$ cat src/rtl/mul_pkg.sv
// Shared definitions for the sequential shift-add multiplier: state encoding and sizing constants.
package mul_pkg;

    localparam int unsigned MUL_WIDTH     = 16;
    localparam int unsigned MUL_CNT_W     = 5;
    localparam int unsigned MUL_LAST_ITER = 15;

    typedef enum logic [1:0] {
        StIdle = 2'b00,
        StRun  = 2'b01,
        StDone = 2'b10
    } mul_state_e;

endpackage

$ cat src/rtl/cla_16b.sv
// 16-bit carry-lookahead adder: 4-bit groups with group-level lookahead, ripple inside each group.
module cla_16b (
    input  logic [15:0] a_i,
    input  logic [15:0] b_i,
    input  logic        cin_i,
    output logic [15:0] sum_o,
    output logic        cout_o
);

    logic [15:0] gen;
    logic [15:0] prop;
    logic [3:0]  grp_gen;
    logic [3:0]  grp_prop;

    assign gen  = a_i & b_i;
    assign prop = a_i ^ b_i;

    always_comb begin
        for (int k = 0; k < 4; k++) begin
            grp_gen[k]  = gen[4*k+3]
                        | (prop[4*k+3] & gen[4*k+2])
                        | (prop[4*k+3] & prop[4*k+2] & gen[4*k+1])
                        | (prop[4*k+3] & prop[4*k+2] & prop[4*k+1] & gen[4*k]);
            grp_prop[k] = &prop[4*k +: 4];
        end
    end

    always_comb begin
        logic grp_carry;
        logic bit_carry;
        sum_o     = '0;
        grp_carry = cin_i;
        for (int k = 0; k < 4; k++) begin
            bit_carry = grp_carry;
            for (int j = 0; j < 4; j++) begin
                sum_o[4*k+j] = prop[4*k+j] ^ bit_carry;
                bit_carry    = gen[4*k+j] | (prop[4*k+j] & bit_carry);
            end
            // Group carry comes from lookahead terms, not from the in-group ripple.
            grp_carry = grp_gen[k] | (grp_prop[k] & grp_carry);
        end
        cout_o = grp_carry;
    end

endmodule

$ cat src/rtl/mul_seq_16b.sv
// Sequential unsigned 16x16->32 shift-add multiplier sharing one cla_16b over 16 iterations.
// Optional macro MUL_ZERO_BYPASS_EN: a zero operand skips the iterations and completes in 1 cycle.
module mul_seq_16b
    import mul_pkg::*;
#(
    parameter int unsigned WIDTH = MUL_WIDTH,
    parameter int unsigned CNT_W = MUL_CNT_W
) (
    input  logic               clk,
    input  logic               rst,
    input  logic               start_i,
    input  logic [WIDTH-1:0]   a_i,
    input  logic [WIDTH-1:0]   b_i,
    output logic               ready_o,
    output logic               busy_o,
    output logic               done_o,
    output logic [2*WIDTH-1:0] product_o
);

    mul_state_e         state_q;
    logic [WIDTH-1:0]   mcand_q;
    logic [WIDTH-1:0]   acc_hi_q;
    logic [WIDTH-1:0]   acc_lo_q;
    logic [CNT_W-1:0]   count_q;
    logic               ready_q;
    logic               busy_q;
    logic               done_q;
    logic [2*WIDTH-1:0] product_q;

    logic [WIDTH-1:0]   addend;
    logic [WIDTH-1:0]   sum;
    logic               cout;
    logic [2*WIDTH-1:0] acc_d;

    assign addend = acc_lo_q[0] ? mcand_q : '0;

    cla_16b u_cla (
        .a_i    (acc_hi_q),
        .b_i    (addend),
        .cin_i  (1'b0),
        .sum_o  (sum),
        .cout_o (cout)
    );

    // 33-bit {cout,sum,acc_lo} shifted right by one; cout lands in bit 31.
    assign acc_d = {cout, sum, acc_lo_q[WIDTH-1:1]};

`ifdef MUL_ZERO_BYPASS_EN
    logic zero_op;
    assign zero_op = (a_i == '0) || (b_i == '0);
`endif

    always_ff @(posedge clk) begin
        if (rst) begin
            state_q   <= StIdle;
            mcand_q   <= '0;
            acc_hi_q  <= '0;
            acc_lo_q  <= '0;
            count_q   <= '0;
            ready_q   <= 1'b1;
            busy_q    <= 1'b0;
            done_q    <= 1'b0;
            product_q <= '0;
        end else begin
            done_q <= 1'b0;
            unique case (state_q)
                StIdle: begin
                    if (start_i) begin
                        mcand_q  <= a_i;
                        acc_hi_q <= '0;
                        acc_lo_q <= b_i;
                        count_q  <= '0;
                        ready_q  <= 1'b0;
`ifdef MUL_ZERO_BYPASS_EN
                        if (zero_op) begin
                            product_q <= '0;
                            state_q   <= StDone;
                            done_q    <= 1'b1;
                        end else begin
                            state_q <= StRun;
                            busy_q  <= 1'b1;
                        end
`else
                        state_q <= StRun;
                        busy_q  <= 1'b1;
`endif
                    end
                end
                StRun: begin
                    {acc_hi_q, acc_lo_q} <= acc_d;
                    count_q              <= count_q + 1'b1;
                    if (count_q == CNT_W'(MUL_LAST_ITER)) begin
                        product_q <= acc_d;
                        state_q   <= StDone;
                        busy_q    <= 1'b0;
                        done_q    <= 1'b1;
                    end
                end
                StDone: begin
                    state_q <= StIdle;
                    ready_q <= 1'b1;
                end
                default: begin
                    state_q <= StIdle;
                    ready_q <= 1'b1;
                    busy_q  <= 1'b0;
                end
            endcase
        end
    end

    assign ready_o   = ready_q;
    assign busy_o    = busy_q;
    assign done_o    = done_q;
    assign product_o = product_q;

endmodule

$ cat config.mk
export PLATFORM = sky130hd
export DESIGN_NAME = mul_seq_16b
export DESIGN_NICKNAME = d
export VERILOG_FILES = /design/src/rtl/mul_pkg.sv /design/src/rtl/cla_16b.sv /design/src/rtl/mul_seq_16b.sv
export SDC_FILE = /design/constraint.sdc
export NUM_CORES = 1
export LEC_CHECK = 0
export CORE_AREA = 2 2 98 100
export DETAILED_ROUTE_END_ITERATION = 8
export DIE_AREA = 0 0 100 102
export PLACE_DENSITY = 0.76
export SLEW_MARGIN = 10
export SYNTH_ARGS = -nofsm -noshare
export SYNTH_HDL_FRONTEND = slang
export SYNTH_SLANG_ARGS = --single-unit
$ cat constraint.sdc
create_clock -name clk -period 3.3 [get_ports clk]
set_clock_uncertainty 0.05 [all_clocks]
set_input_delay 0.66 -clock clk [delete_from_list [all_inputs] [get_ports clk]]
set_output_delay 0.66 -clock clk [all_outputs]
set_load 0.1 [all_outputs]
Word-level counts from Yosys, hierarchy flattened. Cells that the tools add are included.

Input port bits: 35. Output and inout port bits: 35. Register bits: 90. Word-level logic and storage cells: 122.

Bitwise operators: 79. Eq/ne operators: 5. Reductions and logical operators: 12. Add/sub/neg operators: 1. Mux-type cells: 16.

Operators with widths (count): case mux 16 bit (2 select lines) (2); two-way mux 16 bit (3); AND 1 bit (34); bitwise OR 1 bit (26); AND 16 bit (1); bitwise XOR 16 bit (1); bitwise XOR 1 bit (15); AND reduction 4 bit (3); case mux 5 bit (2 select lines) (1); AND reduction 2 bit (5); adder 5 x 1 -> 5 bit, second input constant (1); equality test 5 x 4 -> 1 bit, second input constant (1); two-way mux 5 bit (1); two-way mux 1 bit (4); two-way mux 2 bit (2); inequality test 2 bit, second input constant (2); case mux 2 bit (2 select lines) (1); case mux 1 bit (3 select lines) (1); AND reduction 3 bit (1); equality test 2 x 1 -> 1 bit, second input constant (1); equality test 2 bit, second input constant (1); logical NOT 2 bit (1); inverter 1 bit (2); case mux 1 bit (2 select lines) (1); other kinds (2) (2).

Logic depth before layout (Yosys ltp).
Depth after elaboration: 18. Mapped depth: 16. Gate-level depth less buffers: 15.

Hierarchy. Synthesis repeated with hierarchy kept, for this count alone.

Cells, all modules: 428. Area, all modules: 4150.2 um^2.

By module, submodules not included: mul_seq_16b (cells each 364, area each 3484.6 um^2, seq. area each 1801.7 um^2, times used 1); cla_16b (cells each 64, area each 665.6 um^2, seq. area each 0.0 um^2, times used 1).

Least setup slack after synthesis. Ideal clock, no wire load.

Path kind: register -> register. From: reg acc_lo_q[0]. To: reg acc_hi_q[13]. Library setup time: 0.128 ns. Cell stages (with the launch flop): 15. Slack: 0.187 ns. Arrival: 2.936 ns. Required time: 3.122 ns. Period minus slack after synthesis: 3.113 ns. Buffers on the path: 1. Cells stage by stage: dfxtp_1 -> clkbuf_1 -> nand2_1 -> inv_1 -> ha_1 -> nand4_1 -> or2_0 -> o22ai_2 -> nor2_1 -> fa_1 -> fa_1 -> inv_1 -> fa_1 -> a22oi_1 -> nor2_1.

Cells in the longest elaborated chain, start to end: 16. Elaborated cells between the ends (all ways): 39. Classes of those cells: mux (2); bitwise (35); reduce/logical (2).

Ends and longest elaborated chain: start, declared (RTL line mul_seq_16b.sv:23) `logic [WIDTH-1:0] acc_lo_q;`; start signal, assigned (RTL line mul_seq_16b.sv:71) `acc_lo_q <= b_i;`; two-way mux 16 bit (*) (RTL line mul_seq_16b.sv:35) `assign addend = acc_lo_q[0] ? mcand_q : '0;`; bitwise XOR 16 bit or AND 16 bit (tied branches) (RTL line cla_16b.sv:16, cla_16b.sv:15); AND 1 bit (on tied branches) (RTL line cla_16b.sv:21, cla_16b.sv:22, cla_16b.sv:23); bitwise OR 1 bit (tied with other cells) (RTL line cla_16b.sv:21) `| (prop[4*k+3] & gen[4*k+2])`; bitwise OR 1 bit or AND 1 bit (tied branches) (RTL line cla_16b.sv:22, cla_16b.sv:23); bitwise OR 1 bit (RTL line cla_16b.sv:23) `| (prop[4*k+3] & prop[4*k+2] & prop[4*k+1] & gen[4*k]);`; AND 1 bit (RTL line cla_16b.sv:40) `grp_carry = grp_gen[k] | (grp_prop[k] & grp_carry);`; bitwise OR 1 bit (RTL line cla_16b.sv:40); AND 1 bit (RTL line cla_16b.sv:40); bitwise OR 1 bit (RTL line cla_16b.sv:40); AND 1 bit (RTL line cla_16b.sv:37) `bit_carry = gen[4*k+j] | (prop[4*k+j] & bit_carry);`; bitwise OR 1 bit (RTL line cla_16b.sv:37); AND 1 bit (RTL line cla_16b.sv:37); bitwise OR 1 bit (RTL line cla_16b.sv:37); bitwise XOR 1 bit (*) (RTL line cla_16b.sv:36) `sum_o[4*k+j] = prop[4*k+j] ^ bit_carry;`; net sum[14] (RTL line mul_seq_16b.sv:31) `logic [WIDTH-1:0] sum;`; case mux 16 bit (2 select lines) (*) (RTL line mul_seq_16b.sv:66) `unique case (state_q)`; end signal, assigned (RTL line mul_seq_16b.sv:57) `acc_hi_q <= '0;`; end signal, assigned (RTL line mul_seq_16b.sv:70) `acc_hi_q <= '0;`; end signal, assigned (RTL line mul_seq_16b.sv:90) `{acc_hi_q, acc_lo_q} <= acc_d;`; end, declared (RTL line mul_seq_16b.sv:22) `logic [WIDTH-1:0] acc_hi_q;`.

The timed path passes the listed nets; every way through them passes the cells marked *. A chain may end at the register's enable or synchronous reset.

Worst setup path in the final report. Same ends and word-level chain as after synthesis.

==> summary.txt <==
Final hold vios = 0
TritonRoute pass-1 iters = 4
Die Width = 100 um
Rows = 35
Initial antenna violation count = 0
Worst setup EP type = flop
Synthesized netlist cell count = 531
Largest net degree at the start of global routing = 37
Final Critical Period = 3.12 ns
Post-synth EDFFs = 0
Switch share = 27.0%
H-tree Lvls = 3
Cell area after placement = 4910 um^2
CTS tree = done
Reg clk slew, reported paths = 0.10 ns
Hold-fix buffers, CTS = 0
Register cell area after layout = 1810 um^2
Fin crit share = 94.5%
Final instance area = 5140 um^2
CP max FO = 14
Startpoint class of the critical path = flop
#FFs+latches synth = 90
Actual slew at the worst max-slew pin = 1.16 ns
Reg2reg path depth = 12
Detailed-route DRC error count = 0
Most numerous cell in the Yosys netlist = nor2_1
Clock Path Buffers = 2
Final slew viol count = 0
Drt wl/cell = 13.5 um
Num CTS Buffers = 9
Nets = 654
Total power = 2160 uW
Iter 0 DRT Violations = 176
# resized after CTS = 0
RSZ-0062 raised after global routing = no
Synth top cells by count = nor2_1, dfxtp_1, nand2_1, a21oi_1, inv_1
Routed Antenna Nets = 0
Area of the die = 10200 um^2
Async SR Flop Fraction = 0%
Clk pwr share = 35.5%
Leakage power = 0.00208 uW
Hold Path Class = flop to flop
Main synth FF type = dfxtp_1
Max Cap Viol = 0
Clock Tree Root = clkbuf_8
TritonCTS Sinks = 90
ANT cells = 0
Total Routing Usage GR = 19.5%
Mapped Avg Cell Area = 8.02 um^2
Fmax = 321 MHz
I/O pin count = 70
Relative slew slack = 22.6%
Syn-to-layout area delta = 20.7%
Multi-input combinational cell area = 2200 um^2
Seq/Total Area, Yosys = 42.3%
GPL Wtd Cong = 0.844
Hold depth = 2
Filler Cell Count = 842
Die Height = 102 um
Drt via density = 5.08
Critical path arrival = 3.32 ns
Peak VDD IR = 189 uV
Setup TNS = 0 ns
Synth cell types = 35
# Post-CTS Setup Buffers = 0
Part of the power in registers = 53.3%
Synthesized area = 4260 um^2
Final setup violation count = 0
Remaining global-route overflow = 0
Crit path kind = flop to flop
Syn Nets = 595
Synth Warn # = 0
Global-route wire length before repair = 15.8 mm
Switch Pwr = 585 uW
Combinational fraction of design power = 11.1%
P_int = 1580 uW
P per Cell Area = 421 nW/um^2
Worst-Skew Late Latency = 0.36 ns
Vias = 3587
Largest cells by area after synthesis = dfxtp_1, nor2_1, a21oi_1
I/O Buffers = 69
Status = completed
Core area = 9110 um^2
Top cell type's share of synthesized area = 42.3%
Total wire length = 9.55 mm
Fraction of layout cells with a size suffix above 1 = 14.5%
Largest area contributor in the netlist = dfxtp_1
Vias in the first global route = 3409
Critical Path RT = 3.50 ns
Initial core utilization = 46.7%
DP HPWL = 6.80 mm
## critical path: stages (launching register included)
cell	delay [ns]
dfxtp_4	0.40
and2_1	0.20
ha_4	0.29
nand4_1	0.10
or2_0	0.24
o22ai_2	0.16
nor2_1	0.09
fa_1	0.39
fa_1	0.36
inv_1	0.08
fa_1	0.42
a22oi_1	0.17
nor2_1	0.06
## sequential cells by signal, indices dropped and copies added (netlist names)
signal,cells
product_o,32
acc_hi_q,16
acc_lo_q,16
mcand_q,16
count_q,5
state_q,2
busy_o,1
done_o,1
ready_o,1
## area by class of cell
cell class              count  area share, %
clock buffers               9           2.41
clock inverters             7           1.46
inverters                  24           1.75
multi-input cells         382           42.8
flip-flops and latches     90           35.2
well taps                 111           2.70
repair buffers             83           13.7
## per-stage QoR
stage               hold slack (ns)  setup slack, ns  std cells  util, %
CTS                           0.414           0.0341        706     56.1
finish                        0.409            0.183        706     56.4
floorplan                     0.382            0.187        531        -
global placement              0.398           0.0738        690     53.9
global route                  0.430          0.00203        706     56.4
detailed placement            0.400           0.0348        690     53.9
## cell usage in the layout (no fill, tap or decap), types with 2 or more instances in the layout
cell | Yosys | layout
clkinvlp_4 | 0 | 3
nand3_1 | 2 | 2
fa_1 | 11 | 11
nand3b_1 | 2 | 2
clkbuf_8 | 0 | 9
nor3_1 | 17 | 17
o21ai_0 | 3 | 3
clkdlybuf4s50_1 | 0 | 33
a211oi_2 | 11 | 11
o21a_1 | 4 | 4
and2_1 | 8 | 7
nand2_1 | 89 | 88
a21oi_1 | 74 | 74
inv_1 | 24 | 24
dfxtp_1 | 90 | 89
a22oi_1 | 5 | 5
nor2_1 | 104 | 104
ha_1 | 18 | 17
buf_4 | 2 | 49
nand4_1 | 3 | 3
xnor2_1 | 4 | 3
inv_6 | 0 | 2
nor2b_1 | 15 | 15
## path summary, 6_finish.rpt
check	slack [ns]	start	to
setup / recovery	0.18	acc_lo_q[0]	acc_hi_q[13]
hold / removal	0.41	product_o[7]	product_o[7]
setup reg to reg	0.18	acc_lo_q[0]	acc_hi_q[13]
hold reg to reg	0.41	product_o[7]	product_o[7]
## cells by family after synthesis
kind of cell | share of synthesized area (%)
and+or+nand+nor | 24.7
AOI/OAI and AO/OA | 15.2
DFF | 42.3
buffers and inverters | 6.56
adders and majority gates | 10.5
xor gates and xnor gates | 0.823
## metal layers
layer / track usage [%] / share of wire (%) / vias up
li1: - / - / 1843
met1: 26.5 / 47 / 1652
met2: 31.1 / 47 / 80
met3: 4.10 / 4.5 / 12
met4: 6.95 / 1.8 / 0
met5: 0 / 0 / -
## power groups by stage
stage,sequential [uW],clock [uW],combinational [uW]
global placement,1180,0,236
finish,1150,769,241
CTS,1150,779,242
detailed placement,1180,0,241
global route,1160,822,270
floorplan,1180,0,153
No activity file was read; power rests on OpenSTA's default activity.
